===== src/rtl/legv8_pkg.sv =====
// Shared definitions for the multi-cycle LEGv8 controller: opcode patterns,
// ALU codes, FSM states, instruction classes and exception codes.
package legv8_pkg;

  localparam int OP_W   = 11;
  localparam int ALUC_W = 4;

  // Full 11-bit opcodes
  localparam logic [OP_W-1:0] OP_LDUR = 11'b11111000010;
  localparam logic [OP_W-1:0] OP_STUR = 11'b11111000000;
  localparam logic [OP_W-1:0] OP_ADD  = 11'b10001011000;
  localparam logic [OP_W-1:0] OP_SUB  = 11'b11001011000;
  localparam logic [OP_W-1:0] OP_AND  = 11'b10001010000;
  localparam logic [OP_W-1:0] OP_ORR  = 11'b10101010000;

  // Branches only match on the upper 8 bits; the low 3 bits are don't-care
  localparam logic [7:0] OP_CBZ_PFX   = 8'b10110100;
  localparam logic [7:0] OP_BCOND_PFX = 8'b01010100;

  // ALU control codes
  localparam logic [ALUC_W-1:0] ALU_AND = 4'b0000;
  localparam logic [ALUC_W-1:0] ALU_ORR = 4'b0001;
  localparam logic [ALUC_W-1:0] ALU_ADD = 4'b0010;
  localparam logic [ALUC_W-1:0] ALU_SUB = 4'b0110;
  localparam logic [ALUC_W-1:0] ALU_CBZ = 4'b0111;

  // Exception codes
  localparam logic [1:0] EXC_NONE    = 2'b00;
  localparam logic [1:0] EXC_INVALID = 2'b01;
  localparam logic [1:0] EXC_FETCH   = 2'b10;
  localparam logic [1:0] EXC_DATA    = 2'b11;

  typedef enum logic [2:0] {
    ST_FETCH  = 3'd0,
    ST_DECODE = 3'd1,
    ST_EXEC   = 3'd2,
    ST_MEM    = 3'd3,
    ST_WB     = 3'd4,
    ST_EXC    = 3'd5
  } state_t;

  typedef enum logic [2:0] {
    IC_R       = 3'd0,
    IC_LOAD    = 3'd1,
    IC_STORE   = 3'd2,
    IC_CBZ     = 3'd3,
    IC_BCOND   = 3'd4,
    IC_INVALID = 3'd5
  } iclass_t;

endpackage


===== src/rtl/instr_classifier.sv =====
// Combinational opcode decoder: maps the 11-bit opcode to an instruction
// class and the ALU operation that class needs.
module instr_classifier
  import legv8_pkg::*;
(
  input  logic [OP_W-1:0]   instr,
  output iclass_t           iclass,
  output logic [ALUC_W-1:0] aluc
);

  // Exact matches first, then prefix matches for the two branch forms
  always_comb begin
    iclass = IC_INVALID;
    aluc   = ALU_AND;
    if (instr == OP_LDUR) begin
      iclass = IC_LOAD;
      aluc   = ALU_ADD;
    end else if (instr == OP_STUR) begin
      iclass = IC_STORE;
      aluc   = ALU_ADD;
    end else if (instr == OP_ADD) begin
      iclass = IC_R;
      aluc   = ALU_ADD;
    end else if (instr == OP_SUB) begin
      iclass = IC_R;
      aluc   = ALU_SUB;
    end else if (instr == OP_AND) begin
      iclass = IC_R;
      aluc   = ALU_AND;
    end else if (instr == OP_ORR) begin
      iclass = IC_R;
      aluc   = ALU_ORR;
    end else if (instr[OP_W-1:3] == OP_CBZ_PFX) begin
      iclass = IC_CBZ;
      aluc   = ALU_CBZ;
    end else if (instr[OP_W-1:3] == OP_BCOND_PFX) begin
      iclass = IC_BCOND;
      aluc   = ALU_CBZ;
    end
  end

endmodule


===== src/rtl/multicycle_controller.sv =====
// Multi-cycle LEGv8 control FSM. Sequences FETCH/DECODE/EXEC/MEM/WB over a
// shared datapath, waits on a variable-latency memory with a watchdog, and
// parks in a sticky EXC state on invalid opcodes or memory timeouts.
//
// Memory handshake: in FETCH and MEM the controller holds its request
// (memRead or memWrite, plus i_or_d) every cycle until mem_ready is seen high
// at a rising edge; that edge completes the transfer. mem_ready in any other
// state is ignored.
module multicycle_controller
  import legv8_pkg::*;
#(
  parameter int MEM_TIMEOUT = 15
) (
  input  logic              clk,
  input  logic              reset,
  input  logic [OP_W-1:0]   instr,
  input  logic              mem_ready,
  output logic [ALUC_W-1:0] AluControl,
  output logic              ir_write,
  output logic              pc_write,
  output logic              i_or_d,
  output logic              reg2loc,
  output logic              AluSrc,
  output logic              memtoReg,
  output logic              Branch,
  output logic              CondCheck,
  output logic              memRead,
  output logic              memWrite,
  output logic              regWrite,
  output logic              exc,
  output logic [1:0]        exc_code,
  output logic [2:0]        state_o
);

  localparam int CNT_W = $clog2(MEM_TIMEOUT + 1);
  localparam logic [CNT_W-1:0] CNT_LAST = CNT_W'(MEM_TIMEOUT - 1);
  localparam logic [CNT_W-1:0] CNT_SAT  = CNT_W'(MEM_TIMEOUT);

  state_t            state;
  iclass_t           iclass_q;
  logic [ALUC_W-1:0] aluc_q;
  logic [CNT_W-1:0]  wait_cnt;
  logic [1:0]        code_q;

  iclass_t           dec_class;
  logic [ALUC_W-1:0] dec_aluc;

  instr_classifier u_classifier (
    .instr  (instr),
    .iclass (dec_class),
    .aluc   (dec_aluc)
  );

  // State sequencing, class/ALU latch, wait counter and exception code
  always_ff @(posedge clk) begin
    if (reset) begin
      state    <= ST_FETCH;
      iclass_q <= IC_R;
      aluc_q   <= ALU_AND;
      wait_cnt <= '0;
      code_q   <= EXC_NONE;
    end else begin
      case (state)
        ST_FETCH: begin
          if (mem_ready) begin
            state <= ST_DECODE;
          end else if (wait_cnt == CNT_LAST) begin
            // a late mem_ready in this same cycle would have won above
            state    <= ST_EXC;
            code_q   <= EXC_FETCH;
            wait_cnt <= CNT_SAT;
          end else begin
            wait_cnt <= wait_cnt + CNT_W'(1);
          end
        end
        ST_DECODE: begin
          iclass_q <= dec_class;
          aluc_q   <= dec_aluc;
          if (dec_class == IC_INVALID) begin
            state  <= ST_EXC;
            code_q <= EXC_INVALID;
          end else begin
            state <= ST_EXEC;
          end
        end
        ST_EXEC: begin
          case (iclass_q)
            IC_LOAD, IC_STORE: begin
              state    <= ST_MEM;
              wait_cnt <= '0;
            end
            IC_CBZ, IC_BCOND: begin
              state    <= ST_FETCH;
              wait_cnt <= '0;
            end
            default: state <= ST_WB;
          endcase
        end
        ST_MEM: begin
          if (mem_ready) begin
            if (iclass_q == IC_LOAD) begin
              state <= ST_WB;
            end else begin
              state    <= ST_FETCH;
              wait_cnt <= '0;
            end
          end else if (wait_cnt == CNT_LAST) begin
            state    <= ST_EXC;
            code_q   <= EXC_DATA;
            wait_cnt <= CNT_SAT;
          end else begin
            wait_cnt <= wait_cnt + CNT_W'(1);
          end
        end
        ST_WB: begin
          state    <= ST_FETCH;
          wait_cnt <= '0;
        end
        ST_EXC: begin
          state <= ST_EXC;
        end
        default: begin
          state    <= ST_FETCH;
          wait_cnt <= '0;
        end
      endcase
    end
  end

  // Strobe decode from state and latched class; forced low while reset is
  // asserted so an interrupted MEM never leaks a partial write.
  // reg2loc in DECODE uses the live classification because the register
  // read happens in the same cycle the class is being latched.
  always_comb begin
    ir_write  = 1'b0;
    pc_write  = 1'b0;
    i_or_d    = 1'b0;
    reg2loc   = 1'b0;
    AluSrc    = 1'b0;
    memtoReg  = 1'b0;
    Branch    = 1'b0;
    CondCheck = 1'b0;
    memRead   = 1'b0;
    memWrite  = 1'b0;
    regWrite  = 1'b0;
    if (!reset) begin
      case (state)
        ST_FETCH: begin
          memRead  = 1'b1;
          ir_write = mem_ready;
          pc_write = mem_ready;
        end
        ST_DECODE: begin
          reg2loc = (dec_class == IC_STORE) || (dec_class == IC_CBZ);
        end
        ST_EXEC: begin
          AluSrc    = (iclass_q == IC_LOAD) || (iclass_q == IC_STORE);
          Branch    = (iclass_q == IC_CBZ) || (iclass_q == IC_BCOND);
          CondCheck = (iclass_q == IC_BCOND);
        end
        ST_MEM: begin
          i_or_d   = 1'b1;
          memRead  = (iclass_q == IC_LOAD);
          memWrite = (iclass_q == IC_STORE);
        end
        ST_WB: begin
          regWrite = 1'b1;
          memtoReg = (iclass_q == IC_LOAD);
        end
        default: ;
      endcase
    end
  end

  assign AluControl = aluc_q;
  assign exc        = (state == ST_EXC);
  assign exc_code   = code_q;
  assign state_o    = state;

endmodule


===== config.mk =====
export PLATFORM = sky130hd
export DESIGN_NAME = multicycle_controller
export DESIGN_NICKNAME = d
export VERILOG_FILES = /design/src/rtl/legv8_pkg.sv /design/src/rtl/instr_classifier.sv /design/src/rtl/multicycle_controller.sv
export SDC_FILE = /design/constraint.sdc
export NUM_CORES = 1
export LEC_CHECK = 0
export BUFFER_PORTS_ARGS = -buffer_cell sky130_fd_sc_hd__buf_2
export CAP_MARGIN = 20
export CORE_AREA = 4 4 67 44
export DETAILED_ROUTE_END_ITERATION = 6
export DIE_AREA = 0 0 71 48
export PLACE_DENSITY = 0.92
export RECOVER_POWER = 25
export SLEW_MARGIN = 10
export SYNTH_ARGS = -nofsm -noshare
export SYNTH_HDL_FRONTEND = slang
export SYNTH_HIERARCHICAL = 1
export SYNTH_SLANG_ARGS = --single-unit

===== constraint.sdc =====
create_clock -name clk -period 4.33 [get_ports clk]
set_clock_uncertainty 0.1 [all_clocks]
set_input_delay 0 -clock clk [delete_from_list [all_inputs] [get_ports clk]]
set_output_delay 0 -clock clk [all_outputs]
set_load 0.05 [all_outputs]

==> results of run 1 <==
[flip-flops by register name, summed over array words and instances, names as in the netlist]
signal / cells
AluControl: 4
wait_cnt: 4
iclass_q: 3
state_o: 3
exc_code: 2
[cell families (layout without fill, tap and decap cells)]
kind of cell,count (synthesis),after routing
AOI/OAI and AO/OA,31,31
xor gates and xnor gates,1,1
adders and majority gates,2,2
buffers and inverters,12,40
DFF,16,16
muxes,7,7
other,1,1
and+or+nand+nor,83,83
[layout make-up]
type / count / area, µm²
multi-input combinational: 125 / 873.3
timing repair buffer: 35 / 166.4
fill: 200 / 923.4
inverter: 1 / 3.754
sequential: 16 / 320.3
clock buffer: 4 / 55.05
tap: 32 / 40.04
[Yosys cell counts, drive strengths merged (2+ instances only)]
library cell | n | area (µm²)
a211oi | 2 | 15.01
a21oi | 8 | 40.04
a31oi | 2 | 12.51
and2 | 3 | 22.53
and2b | 2 | 16.27
and3 | 5 | 32.53
and4bb | 3 | 37.53
buf | 11 | 77.58
dfxtp | 16 | 320.3
ha | 2 | 25.02
mux2i | 7 | 70.07
nand2 | 8 | 30.03
nand2b | 3 | 18.77
nand3 | 5 | 25.02
nand3b | 4 | 30.03
nand4b | 2 | 17.52
nor2 | 18 | 67.56
nor2b | 4 | 25.02
nor3 | 6 | 30.03
nor3b | 7 | 68.82
o211ai | 2 | 15.01
o21a | 3 | 22.52
o21ai | 4 | 20.01
or2 | 2 | 12.52
or3 | 3 | 18.77
[where the power goes]
group	total [W]	internal, W	switching [W]
combinational	0.000166	0.0000605	0.000106
clock	0.000134	0.0000808	0.0000528
sequential	0.000182	0.000159	0.0000228
[worst register-to-register path, delay by kind of cell (launching register included)]
family	cells	cell delay, ns
buffers and inverters	1	0.20
DFF	1	0.60
and+or+nand+nor	4	1.00
[final timing paths]
check	start	end	slack [ns]
min reg2reg	AluControl[2]	AluControl[2]	0.41
max	state_o[1]	AluSrc	2.20
max reg2reg	state_o[1]	state_o[2]	2.31
min	reset	iclass_q[0]	0.05
[stage by stage]
stage | instances | util | hold WS, ns
6_report | 213 | 0.6124 | 0.05101
5_1_grt | 213 | 0.6124 | 0.05919
4_1_cts | 213 | 0.6171 | 0.04150
3_5_place_dp | 209 | 0.5940 | 0.3062
3_3_place_gp | 209 | 0.5940 | 0.2961
2_1_floorplan | 153 | - | 0.07822
[routing by layer]
layer | part of all wire | vias to the layer above | track usage
met5 | 0 | - | 0
met3 | 0.095 | 5 | 0.05451
met4 | 0.0053 | 0 | 0.04494
met2 | 0.41 | 71 | 0.2947
li1 | - | 616 | -
met1 | 0.49 | 538 | 0.2765
==> flow_summary.ini, run 1 <==
[status]
status = complete, no violations

[sta]
hold_viol = 0
max_freq_mhz = 468.4
maxSlewHeadroom = 0.5675
tightest_slew_ns = 0.6472
fin_crit_sh = 0.4930
min_period_ns = 2.135
setup_tns_ns = 0
maxSlewViolCount = 0
setup_viol = 0
rsz0062_at_grt = no
setup_slack_ns = 2.195

[synthesis]
syn_avg_cell_area_um2 = 8.333
synth_top_family_by_area = simple AND/OR/NAND/NOR gates
synth_seq_cells = 16
synthMuxAreaShare = 0.05496
synthFlopType = dfxtp_1
yosys.area_share.simple = 0.4102
synth_xor_area_frac = 0.006869
synth_compound_area_frac = 0.1904
ys_warn_count = 6
async_reset_ff_frac = 0
yosysUniqueCellTypes = 58
synth-adder-area-share = 0.01963
postSynthCellCount = 153
seq_area_frac_synth = 0.2512
synth_area_um2 = 1275
syn_nets = 169
synth_edf_count = 0

[worst_setup_path]
startpoint_type = flip-flop
crit_chain = or3b_1 -> or2_2 -> nor3_1 -> buf_2
criticalPathCategory = reg2out
critPathMaxFanout = 16
required_ns = 4.23
crit_slowest_cell = dfxtp_1
critPathBufInv = 1
r2r_cells = 5
critPathTopFamily = simple AND/OR/NAND/NOR gates
critPathCaptureType = output pin
critical-path-max-stage-delay_ns = 0.60
arrival_ns = 2.03
cp.depth = 4

[cts]
cts_buffer_depth = 2
cts-root-buf = clkbuf_8
ctsResizeCount = 0
cts_tree = done
post-cts-setup-buffers = 0
h-tree-depth = 1
cts_sinks = 16
hold_buffers = 0
clk_pin_slew_ns = 0.07
cts_buffers = 3
clkLatencyLatePin_ns = 0.26

[pwr]
leakagePower_nw = 0.5939
total_power_w = 0.0004819
p_per_area_nw_per_um2 = 330.3
vdd_ir_drop_max_uv = 216.9

[drt]
num_vias = 1230
drt_iter0_markers = 75
drc = 0
ant_nets = 0
wl_per_cell_um = 15.08
vias_per_cell = 5.775
wl_um = 3213
dr.pass1.iters = 4

[global_route]
antenna_found_initial = 0
first_global_vias = 1064
grt_overflow_total = 0
grt_use_total = 0.1946
grt_start_max_net_pins = 23
grt_pass1_wl_um = 5085

[layout]
antenna_cells = 0
area_delta_synth_final_pct = 14.43
layout_commonest_cell = buf_2
design_area_um2 = 1459
layout-drive-gt1-share = 0.2431
mostFrequentLayoutCells = 25 x buf_2, 18 x nor2_1, 16 x dfxtp_1, 9 x clkbuf_1
fin_nets = 198

[floorplanning]
coreArea_um2 = 2382
start_util = 0.5352
num_io_pins = 35
die_x_um = 71
dieArea_um2 = 3408
std_cell_rows = 14
die_h_um = 48

[min_path]
holdCritPathClass = in2reg
holdPathStages = 2

[placement]
post-dp-hpwl_um = 2419
place_ws_ns = 2.346
gp_congestion = 0.9276
port_buffers = 34
dpl_cell_area_um2 = 1415

[run]
drv_cap = 0
No activity file was read; power rests on OpenSTA's default activity.
==> run 2: changes to the inputs <==
--- a/config.mk
+++ b/config.mk
@@ -5,12 +5,13 @@
 export SDC_FILE = /design/constraint.sdc
 export NUM_CORES = 1
 export LEC_CHECK = 0
+export ABC_AREA = 1
 export BUFFER_PORTS_ARGS = -buffer_cell sky130_fd_sc_hd__buf_2
 export CAP_MARGIN = 20
-export CORE_AREA = 4 4 67 44
+export CORE_AREA = 4 4 74 48
 export DETAILED_ROUTE_END_ITERATION = 6
-export DIE_AREA = 0 0 71 48
-export PLACE_DENSITY = 0.92
+export DIE_AREA = 0 0 78 52
+export PLACE_DENSITY = 0.83
 export RECOVER_POWER = 25
 export SLEW_MARGIN = 10
 export SYNTH_ARGS = -nofsm -noshare
==> constraint.sdc (replaced) <==
create_clock -name clk -period 1.95 [get_ports clk]
set_clock_uncertainty 0.1 [all_clocks]
set_input_delay 0 -clock clk [delete_from_list [all_inputs] [get_ports clk]]
set_output_delay 0 -clock clk [all_outputs]
set_load 0.05 [all_outputs]
==> run 2 against run 1 <==
  * Sequential power rose by 120%
  * Combinational power is 110% higher
  * Design area increased by 6.9%
  * Clock power is 86% higher
  * Routed wire length grew 4.7%
  * Critical path type unchanged
  * Largest cell class unchanged
==> flow_summary.ini, run 2 <==
[synthesis]
yosys-top-cells-area = dfxtp_1 24%, nand2_1 13%, inv_1 8.6%, nor2_1 7.5%, nand3_1 6.9%
postSynthCellCount = 215
yosys-top-cells-count = 47 x nand2_1, 30 x inv_1, 26 x nor2_1, 18 x nand3_1, 16 x dfxtp_1
synth_top_cell_area_share = 0.2447
syn_avg_cell_area_um2 = 6.087
synth_seq_cells = 16
synthFlopType = dfxtp_1
synth.largest_area_cell = dfxtp_1
ys_warn_count = 6
yosysUniqueCellTypes = 23
async_reset_ff_frac = 0
synth_area_um2 = 1309
seq_area_frac_synth = 0.2447
yosysMostFrequentCell = nand2_1
syn_nets = 231
synth_edf_count = 0

[pwr]
leakagePower_nw = 0.8138
p_per_area_nw_per_um2 = 634.0
vdd_ir_drop_max_uv = 327.4

[min_path]
holdCritPathClass = in2reg
holdPathStages = 2
worstHoldStart = reset
holdPathEnd = wait_cnt[3]

[cts]
cts_buffer_depth = 2
cts-root-buf = clkbuf_8
cts_buffers = 3
clk_pin_slew_ns = 0.06
clkLatencyLatePin_ns = 0.25
cts_sinks = 16
cts_tree = done
h-tree-depth = 1

[global_route]
grt_overflow_total = 0
first_global_vias = 1143
grt_use_total = 0.1746
antenna_found_initial = 0
grt_pass1_wl_um = 5499
grt_start_max_net_pins = 19

[drt]
num_vias = 1415
drc = 0
dr.pass1.iters = 4
vias_per_cell = 4.879
drt_iter0_markers = 162
ant_nets = 0
wl_um = 3365
wl_per_cell_um = 11.60

[worst_setup_path]
crit_slowest_cell = dfxtp_1
crit_chain = inv_2 -> nand3_1 -> inv_2 -> nand2_1 -> nor3_2 -> buf_2
critPathCaptureType = output pin
worstSetupStartpoint = state_o[2]
required_ns = 1.85
rr_startpoint = wait_cnt[0]
timing.reg2reg.setup_slack_ns = 0.43
critPathMaxFanout = 6
arrival_ns = 1.71
r2r_end = state_o[0]
criticalPathCategory = reg2out
crit_top_cell = inv_2
critical-path-max-stage-delay_ns = 0.39
r2r_cells = 8
startpoint_type = flip-flop

[layout]
fin_nets = 266
antenna_cells = 0
area_delta_synth_final_pct = 19.12
nFillCells = 271
layout_commonest_cell = nand2_1
layout-drive-gt1-share = 0.2903
mostFrequentLayoutCells = 47 x nand2_1, 29 x inv_1, 26 x nor2_1, 25 x buf_2, 18 x nand3_1
design_area_um2 = 1559

[status]
status = complete, no violations

[sta]
maxSlewHeadroom = 0.5912
rsz0062_at_grt = no
setup_viol = 0
max_freq_mhz = 553.5
hold_viol = 0
maxSlewViolCount = 0
min_period_ns = 1.807
fin_hold_ws_ns = 0.03287
tightest_slew_ns = 0.6158
fin_crit_sh = 0.9265

[floorplanning]
std_cell_rows = 15
coreArea_um2 = 2834
dieArea_um2 = 4056
start_util = 0.4618
num_io_pins = 35
die_x_um = 78
die_h_um = 52

[placement]
gp_congestion = 0.9017
post-dp-hpwl_um = 2732
port_buffers = 34
dpl_cell_area_um2 = 1529

[run]
drv_cap = 0
## run 2: cell count changes in the layout (fill, tap and decap cells not counted), moves of 6 or more
| cell | delta |
|---|---|
| nand3_1 | +13 |
| nor2_1 | +8 |
| inv_2 | +7 |
| nor2_2 | +8 |
| nor2_4 | +6 |
| mux2i_1 | -7 |
| nand2_2 | +11 |
| inv_1 | +28 |
| nand2_1 | +39 |
## run 2: logic make-up (layout without fill, tap and decap cells)
family                     after synthesis  in the layout  synth area share
buffers and inverters                   41             74            0.1262
other                                    1              1          0.002865
adders and majority gates                2              2           0.01912
and+or+nand+nor                        134            134            0.5210
DFF                                     16             16            0.2447
AOI/OAI and AO/OA                       21             21           0.08604
## run 2: layer usage
| metal | vias to the layer above | global-route usage | wire, µm |
|---|---|---|---|
| li1 | 742 | - | - |
| met1 | 614 | 0.2674 | 1725 |
| met2 | 54 | 0.2315 | 1302 |
| met3 | 5 | 0.04498 | 292 |
| met4 | 0 | 0.05233 | 44 |
| met5 | - | 0 | 0 |
## run 2: through the flow
stage	TNS [ns]	total power, W	cells	setup slack [ns]	util
after floorplan	-0.4415	0.0006659	215	-0.1493	-
after global placement	0	0.0007393	287	0.3678	0.5395
after detailed placement	0	0.0007437	287	0.3753	0.5395
after CTS	0	0.0009935	290	0.07644	0.5541
after global routing	0	0.001056	290	0.005369	0.5501
final	0	0.0009885	290	0.1434	0.5501
## run 2: repair_timing
action,in CTS,in global routing
hold buffers,0,0
setup endpoints to repair,0,1
gates resized for setup,0,1
setup buffers,0,0
## run 2: layout make-up
cell class / instances / area [µm²] / area share
inverters: 36 / 135.1 / 0.08668
multi-input cells: 158 / 843.3 / 0.5409
clock buffers: 3 / 41.29 / 0.02648
flip-flops and latches: 16 / 320.3 / 0.2055
repair buffers: 35 / 166.4 / 0.1067
well taps: 42 / 52.55 / 0.03371
## run 2: critical path, delay by kind of cell, from the launching register on
family,cells,cell delay [ns]
simple gates,3,0.44
buf+inv,3,0.62
flops,1,0.39
## run 2: worst max path at each step
stage               cells after the start  slack, ns          to
global route                            6      0.005     reg2loc
CTS                                     6       0.08     reg2loc
global placement                        5       0.37     reg2loc
floorplan                               6      -0.15  state_o[2]
finish                                  6       0.14     reg2loc
detailed placement                      6       0.38     reg2loc
## run 2: power by group
part / internal (W) / switching (W) / leakage [nW]
registers: 0.000357 / 0.0000344 / 0.131
logic: 0.000103 / 0.000245 / 0.661
clock network: 0.000137 / 0.000112 / 0.0216
==> run 3: changes to the inputs <==
--- a/config.mk
+++ b/config.mk
@@ -11,6 +11,7 @@
 export CORE_AREA = 4 4 74 48
 export DETAILED_ROUTE_END_ITERATION = 6
 export DIE_AREA = 0 0 78 52
+export GPL_TIMING_DRIVEN = 0
 export PLACE_DENSITY = 0.83
 export RECOVER_POWER = 25
 export SLEW_MARGIN = 10
==> run 3 against run 2 <==
  * Final cell count increased by 1.4%
  * Setup slack better by 0.080 ns
  * First-iteration DRC count fell by 41%
  * Critical path depth is the same
  * Design area up 2.0%
  * Count of clock-buffer cells in the layout increased by 1
  * Register-to-register slack about the same
  * Clock power is 18% higher
  * Power rose by 5.1%
==> flow_summary.ini, run 3 (synthesized netlist as in run 2, its figures left out) <==
[status]
status = complete, no violations

[worst_setup_path]
critPathMaxFanout = 6
critical-path-max-stage-delay_ns = 0.39
critPathBufInv = 3
critPathCaptureType = output pin
crit_chain = inv_2 -> nand3_1 -> inv_1 -> nand2_1 -> nor3_2 -> buf_2
required_ns = 1.85
rr_startpoint = wait_cnt[0]
crit_slowest_cell = dfxtp_1
startpoint_type = flip-flop
arrival_ns = 1.63
critPathTopFamily = buffers and inverters
worstSetupStartpoint = state_o[2]
criticalPathCategory = reg2out

[drt]
drt_iter0_markers = 96
wl_um = 3342
wl_per_cell_um = 11.37
num_vias = 1444
vias_per_cell = 4.912
dr.pass1.iters = 4
drc = 0
ant_nets = 0

[sta]
setup_slack_ns = 0.2235
maxSlewHeadroom = 0.5952
maxSlewViolCount = 0
setup_viol = 0
rsz0062_at_grt = no
tightest_slew_ns = 0.6098
min_period_ns = 1.726
max_freq_mhz = 579.2
hold_viol = 0
fin_crit_sh = 0.8854
setup_tns_ns = 0

[cts]
clkLatencyLatePin_ns = 0.25
cts_buffers = 3
ctsResizeCount = 0
cts_buffer_depth = 2
cts-root-buf = clkbuf_8
cts_tree = done
clk_pin_slew_ns = 0.06
post-cts-setup-buffers = 0
h-tree-depth = 1
hold_buffers = 0
cts_sinks = 16

[placement]
gp_congestion = 0.8858
place_ws_ns = 0.4493
post-dp-hpwl_um = 2694
port_buffers = 33

[floorplanning]
start_util = 0.4618
num_io_pins = 35
coreArea_um2 = 2834
die_h_um = 52
std_cell_rows = 15
dieArea_um2 = 4056
die_x_um = 78

[layout]
area_delta_synth_final_pct = 21.51
fin_nets = 269
layout_commonest_cell = nand2_1
layout-drive-gt1-share = 0.2897
nFillCells = 274
mostFrequentLayoutCells = 47 x nand2_1, 30 x inv_1, 26 x nor2_1, 24 x buf_2, 18 x nand3_1
antenna_cells = 0

[global_route]
use_met2 = 0.2642
busiest_layer = met2
first_global_vias = 1301
use_met1 = 0.2518
use_met3 = 0.03633
grt_use_total = 0.1746
grt_overflow_total = 0
grt_start_max_net_pins = 11
grt_pass1_wl_um = 5747
antenna_found_initial = 0

[pwr]
p_per_area_nw_per_um2 = 653.5
leakagePower_nw = 0.8321
vdd_ir_drop_max_uv = 254.4

[min_path]
holdCritPathClass = in2reg
worstHoldStart = reset

[run]
drv_cap = 0
[run 3: cell types whose count changed in the layout (fill, tap and decap cells not counted)]
cell / delta
buf_1: +1
buf_2: -1
buf_4: +2
clkbuf_1: +1
clkbuf_8: +1
inv_1: +1
inv_2: -1
[run 3: cell type report]
class / instances / area (µm²) / area share
multi-input cells: 158 / 843.3 / 0.5303
clock buffers: 4 / 55.05 / 0.03462
flip-flops and latches: 16 / 320.3 / 0.2014
repair buffers: 33 / 153.9 / 0.09677
inverters: 36 / 135.1 / 0.08497
plain buffers: 5 / 30.03 / 0.01888
well taps: 42 / 52.55 / 0.03304
[run 3: metrics by stage]
| step | power [W] | cells | util | hold WS (ns) | area (µm²) |
|---|---|---|---|---|---|
| 3_3_place_gp | 0.0007428 | 290 | 0.5457 | 0.3210 | 1546 |
| 4_1_cts | 0.001044 | 294 | 0.5651 | 0.07667 | 1602 |
| 5_1_grt | 0.001109 | 294 | 0.5611 | 0.1055 | 1590 |
| 2_1_floorplan | 0.0006659 | 215 | - | 0.1422 | 1329 |
| 3_5_place_dp | 0.0007486 | 290 | 0.5457 | 0.3273 | 1546 |
| 6_report | 0.001039 | 294 | 0.5611 | 0.08173 | 1590 |
[run 3: final timing paths]
| check | endpoint | slack [ns] | cells past startpoint |
|---|---|---|---|
| hold / removal | AluControl[2] | 0.08 | 2 |
| setup / recovery | reg2loc | 0.22 | 6 |
| setup reg to reg | state_o[0] | 0.44 | 8 |
| hold reg to reg | AluControl[2] | 0.36 | 2 |
[run 3: per-layer routing]
layer / routed length, µm / vias to the layer above
li1: - / 746
met1: 1740 / 644
met2: 1328 / 52
met3: 253 / 2
met4: 21 / 0
met5: 0 / -
[run 3: report_power, final]
part	internal [W]	switching (W)	leakage [nW]
sequential	0.000357	0.0000362	0.131
clock	0.000179	0.000115	0.0288
combinational	0.000107	0.000246	0.672
